**config.mk**
```make
export PLATFORM = sky130hd
export DESIGN_NAME = regfile_dump_reader
export DESIGN_NICKNAME = d
export VERILOG_FILES = /design/src/rtl/regfile_dump_reader.sv
export SDC_FILE = /design/constraint.sdc
export NUM_CORES = 1
export LEC_CHECK = 0
export ABC_AREA = 1
export CAP_MARGIN = 20
export CORE_MARGIN = 3
export CORE_UTILIZATION = 45
export CTS_CLUSTER_SIZE = 8
export DETAILED_ROUTE_END_ITERATION = 10
export DONT_BUFFER_PORTS = 1
export GPL_TIMING_DRIVEN = 0
export HOLD_SLACK_MARGIN = 0.03
export MAX_ROUTING_LAYER = met4
export PLACE_DENSITY_LB_ADDON = 0.12
export SLEW_MARGIN = 20
export SYNTH_ARGS = -nofsm -noshare
export SYNTH_HDL_FRONTEND = slang
export SYNTH_SLANG_ARGS = --single-unit
```
**constraint.sdc**
```tcl
create_clock -name clk -period 5.6 [get_ports clk]
set_input_delay 1.68 -clock clk [delete_from_list [all_inputs] [get_ports clk]]
set_output_delay 1.68 -clock clk [all_outputs]
set_load 0.1 [all_outputs]
```
**src/rtl/regfile_dump_reader.sv**
```systemverilog
// regfile_dump_reader: walks a register-file debug port and streams {index, value} words over valid/ready, optionally only changed registers
module regfile_dump_reader #(
  parameter int FIRST_REG = 0,
  parameter int LAST_REG = 31,
  parameter bit DELTA_EN = 1
) (
  input  logic        clk,
  input  logic        rst,
  input  logic        start,
  input  logic        mode_delta,
  output logic [4:0]  rf_addr,
  input  logic [31:0] rf_data,
  output logic        out_valid,
  input  logic        out_ready,
  output logic [4:0]  out_idx,
  output logic [31:0] out_value,
  output logic        out_last,
  output logic        busy,
  output logic        done
);
  typedef enum logic [1:0] {IDLE, SAMPLE, EMIT, DONE} state_t;
  state_t state;
  logic [4:0] ptr;
  logic delta;
  logic [31:0] shadow [32];
  logic [31:0] shadow_valid;
  logic at_last, skip;
  assign at_last = ptr == 5'(LAST_REG);
  assign skip = delta && shadow_valid[ptr] && shadow[ptr] == rf_data;
  assign rf_addr = state == SAMPLE ? ptr : 5'd0;
  always_ff @(posedge clk) begin
    if (rst) begin
      state <= IDLE;
      ptr <= 5'(FIRST_REG);
      delta <= 1'b0;
      shadow_valid <= '0;
      out_valid <= 1'b0;
      out_idx <= 5'd0;
      out_value <= 32'd0;
      out_last <= 1'b0;
      busy <= 1'b0;
      done <= 1'b0;
    end else begin
      done <= 1'b0;
      case (state)
        IDLE: if (start) begin
          ptr <= 5'(FIRST_REG);
          delta <= mode_delta && DELTA_EN;
          busy <= 1'b1;
          state <= SAMPLE;
        end
        SAMPLE: if (skip) begin
          if (at_last) begin
            state <= DONE;
            done <= 1'b1;
          end else ptr <= ptr + 5'd1;
        end else begin
          shadow_valid[ptr] <= 1'b1;
          out_idx <= ptr;
          out_value <= rf_data;
          out_last <= at_last;
          out_valid <= 1'b1;
          state <= EMIT;
        end
        EMIT: if (out_ready) begin
          out_valid <= 1'b0;
          if (at_last) begin
            state <= DONE;
            done <= 1'b1;
          end else begin
            ptr <= ptr + 5'd1;
            state <= SAMPLE;
          end
        end
        default: begin
          busy <= 1'b0;
          state <= IDLE;
        end
      endcase
    end
  end
  always_ff @(posedge clk) if (DELTA_EN && state == SAMPLE && !skip) shadow[ptr] <= rf_data;
endmodule

```
; ---- Word level (Yosys, flattened, before mapping)
; Memories as Yosys holds them, arrays and structs flattened. A register that Yosys moved wholly into a read port is not among the register bits.
; Cells that the tools add are included.
; W data, S select, Z words.
[totals]
regBits = 81
mem_bits_rw = 1024
in_bits = 37
mem_count = 1
[memory_table]
columns = name, depth, word_bits, read_ports, rd_ports_with_merged_regs, wr, line_no
row1 = shadow, 32, 32, 1, 1, 1, 25  ; logic [31:0] shadow [32];
[op_classes]
add_sub_neg = 1
order_cmp = 2
eq_ne = 9
mux = 29
n_bitwise = 3
reduce_logical = 15
[op_table]
columns = operator, n
row1 = $mux W5, 7
row2 = $eq A32 B32 Y1, 1
row3 = $or A32 B32 Y32, 1
row4 = $pmux W5 S3, 1
row5 = $mux W1, 10
row6 = $mux W2, 5
row7 = $ne A2 B2 Y1 const B, 4
row8 = $lt A5 B6 Y1 const B, 1
row9 = $pmux W1 S2, 3
row10 = $pmux W2 S3, 1
row11 = $reduce_and A2 Y1, 3
row12 = $reduce_and A3 Y1, 2
row13 = $add A5 B1 Y5 const B, 1
row14 = $bmux W1 S5, 1
row15 = $demux W1 S5, 1
row16 = $eq A5 B5 Y1 const B, 1
row17 = $ge A5 B1 Y1 const B, 1
row18 = $logic_and A1 B1 Y1, 4
row19 = $reduce_and A4 Y1, 1
row20 = $ne A3 B3 Y1 const B, 1
row21 = $reduce_bool A3 Y1, 1
row22 = $eq A2 B1 Y1 const B, 1
row23 = $eq A2 B2 Y1 const B, 1
row24 = $logic_not A2 Y1, 1
row25 = other kinds (4), 5

; ---- Longest topological paths before layout
[depth]
ltp_word = 8
depth_mapped = 23
ltp_nobuf = 20

; ---- Worst setup path after synthesis
; No wires, ideal clock.
[synth_path]
path_type = input to register
startpoint = input rf_data[7]
endpoint = memory shadow[18][0] (enable)
arrival_time_ns = 3.257
path_slack_ns = 1.957
stages = 9
cell_sequence = or2_1 nand2_1 nor2_1 nand3b_1 nor2_4 a21oi_4 buf_4 nand3_1 inv_1
[synth_via]
elab_chain_len = 6
[synth_rtl]
columns = item, line_no
row1 = start: declaration, 12  ; input logic [31:0] rf_data,
row2 = $eq A32 B32 Y1, 29  ; assign skip = delta && shadow_valid[ptr] && shadow[ptr] == rf_data;
row3 = $logic_and A1 B1 Y1, 29
row4 = $logic_not A1 Y1, 82  ; always_ff @(posedge clk) if (DELTA_EN && state == SAMPLE && !skip) shadow[ptr] <= rf_data;
row5 = $logic_and A1 B1 Y1, 82
row6 = $mux W1, 82
row7 = $mux W1 (implied by the code), 82
row8 = end: declaration, 25
; No other way between the ends.

==> summary.md <==
| Metric | Value |
|---|---|
| CTS Hold Buffers Added | 0 |
| Critical Path AT | 5490 ps |
| Fill cell count | 8556 |
| Syn Area/Cell | between 10 and 15 µm² |
| Ranking of synthesized cells by area | edfxtp_1 68%, nand2_1 12%, nand3_1 9.6%, dfxtp_1 3.8%, buf_2 1.4% |
| Setup TNS Final | 0 ps |
| Overflow after GRT | 0 |
| Distinct cells, synth | 33 |
| CTS root buffer | clkbuf_16 |
| CTS Buf Count | 156 |
| Sequential fraction of the synthesis area | 0.715 |
| Gpl congestion | 0.858 |
| Syn_nets | 4066 |
| Worst EP required | 6030 ps |
| Fin crit period | 5060 ps |
| H-tree levels | 4 |
| Num ports | a little over 80 |
| Iter 0 DRT Violations | 4207 |
| Die H | roughly 320 µm |
| Status | finished clean |
| Biggest fanout along the worst timing path | 18 |
| Drt total wl | 156000 µm |
| Initial core utilization | 0.458 |
| Synth Register Bits | 1110 |
| Initial antenna violation count | 6 |
| Die width | about 320 µm |
| Post-synthesis cell count | slightly above 4000 |
| Max-slew violations | 0 |
| DRT Pass-1 Iters | 6 |
| Top sig layer | met4 |
| Unrepaired setup endpoints after global routing | no |
| Ys async rst share | 0 |
| PostCTS Resize Cnt | 0 |
| DRC | 0 |
| Die area | around 100000 µm² |
| Standard-cell rows | around 120 |
| Fin Clk Skew | 32.2 ps |
| Prevailing post-synth register cell | edfxtp_1 |
| First-pass GRT wire length | between 200000 and 250000 µm |
| Synth cell count leaders | 1404 x nand2_1, 1024 x edfxtp_1, 870 x nand3_1 |
| Final core occ | 0.527 |
| LEAKAGE | 19.2 nW |
| Worst-Skew Late Latency | 760 ps |
| CTS tree | built |
| PortBufs | 0 |
| Clk slew on worst S/H paths | 50 ps |
| FMAX | ~0.2 GHz |
| Post-synth EDFFs | 1024 |
| VDD IR-drop max | 0.000326 V |
| Met1 WL | approximately 65000 µm |
| Met2 wire len | 69300 µm |
| Gr usage total | 0.306 |
| Rel. slew slack | 0.212 |
| Measured slew at the worst slew-check pin | 1180 ps |
| Final setup violation count | 0 |
| Fraction of layout cells with a size suffix above 1 | 0.101 |
| Crit. End Element | register |
| Cell with the most instances after synthesis | nand2_1 |
| Hold Crit Class | register to register |
| Area of the core | 99100 µm² |
| Yosys Warn Count | 0 |
| Clock Tree Buf Depth | 3 |
| Avg WL per Cell | 28.0 µm |
| Worst setup path category | register to register |
| Vias in the first global route | about 30000 |
| Nets | about 4300 |
| Top cell type by total area after synthesis | edfxtp_1 |
| Routed Antenna Nets | 0 |
| Max cap viols | 0 |
| Layout area overhead | 15.1% |
| Critical path launch point type | register |
| Post-synth top area share | 0.677 |
| Power Density | 533 nW/µm² |
| Largest net degree at the start of global routing | 36 |
| Final worst-path cycle share | 0.904 |
| FF+latch area | 32500 µm² |
| Post-DP HPWL | 97400 µm |
| Vias per cell | 5.79 |
| Clock sinks | 1110 |
| Multi-input logic area | 11100 µm² |
| Setup Buffers After CTS | 0 |
| Final hold violation count | 0 |
| Met3 wire length | roughly 17000 µm |
| Synthesized cell area | 45400 µm² |
| Via Count | 32300 |
-- cell type report --
class / count / area share
clock buffer: 227 / 0.0815
inverter: 101 / 0.00889
antenna: 1 / 0.0000479
timing repair buffer: 32 / 0.0137
clock inverter: 11 / 0.00321
sequential: 1110 / 0.622
tap: 1287 / 0.0308
multi-input combinational: 2560 / 0.213
buffer: 250 / 0.0266
-- routing by layer --
metal  GRT usage  up-vias
met3      0.0683      337
met5           -        -
met2       0.448     1801
li1            -    14400
met1       0.425    15800
met4       0.105        0
-- cell usage in the layout, fill, tap and decap left out, drive strengths merged, types with 18 or more instances in the layout --
cell type and instances:
clkbuf 259, nand3 870, buf 250, nor2 88, o21ai 55, nand3b 18, nand2 1405, inv 106
edfxtp 1024, dfxtp 86, a21oi 81
-- power by group --
part / switching [W] / internal, W / total (W)
Sequential: 0.000964 / 0.00939 / 0.0104
Clock: 0.00351 / 0.00521 / 0.00872
Combinational: 0.00630 / 0.00245 / 0.00874
-- registers in the layout, summed over array words and instances, names as in the netlist, 2 cells and up, named ones only --
| signal | flops |
|---|---|
| shadow | 1024 |
| out_value | 32 |
| shadow_valid | 32 |
| out_idx | 5 |
| ptr | 5 |
| state | 2 |
-- cells by family (layout without fill, tap and decap cells) --
| kind of cell | count (synthesis) | after routing | share of synthesized area |
|---|---|---|---|
| DFF | 1110 | 1110 | 0.715 |
| other | 0 | 1 | 0 |
| buffers and inverters | 351 | 621 | 0.0391 |
| adders and majority gates | 8 | 8 | 0.00221 |
| xor gates and xnor gates | 3 | 3 | 0.000579 |
| and+or+nand+nor | 2397 | 2397 | 0.225 |
| AOI/OAI and AO/OA | 152 | 152 | 0.0179 |
-- worst max-delay path: stages (launching register included) --
cell and delay, ps:
dfxtp_1 300, clkbuf_1 540, inv_1 440, buf_1 580, nand3_1 290, nand3b_1 280
nand2_1 150, nor2_1 50, nand2_1 80, nor2_1 50, nand2_1 200, nor2_4 110
a21oi_4 410, buf_4 340, nand3_1 180, inv_4 410, buf_12 260
-- worst paths after layout --
kind	from	endpoint	slack, ps	cells past startpoint
setup / recovery	register	shadow[28][14]	540	16
hold / removal	shadow_valid[16]	shadow_valid[16]	450	2
setup reg to reg	register	shadow[28][14]	540	16
hold reg to reg	shadow_valid[16]	shadow_valid[16]	450	2
-- through the flow --
step	power (W)	worst slack [ps]	area [µm²]	instances	hold slack, ps
4_1_cts	0.0278	685	52200	5578	447
2_1_floorplan	0.0158	1960	45400	4021	427
5_1_grt	0.0290	634	52200	5579	466
3_3_place_gp	0.0190	-678	47000	5308	433
3_5_place_dp	0.0191	702	47800	5340	440
6_report	0.0278	537	52200	5579	446
Note: power is estimated with default switching activity, not from simulation.
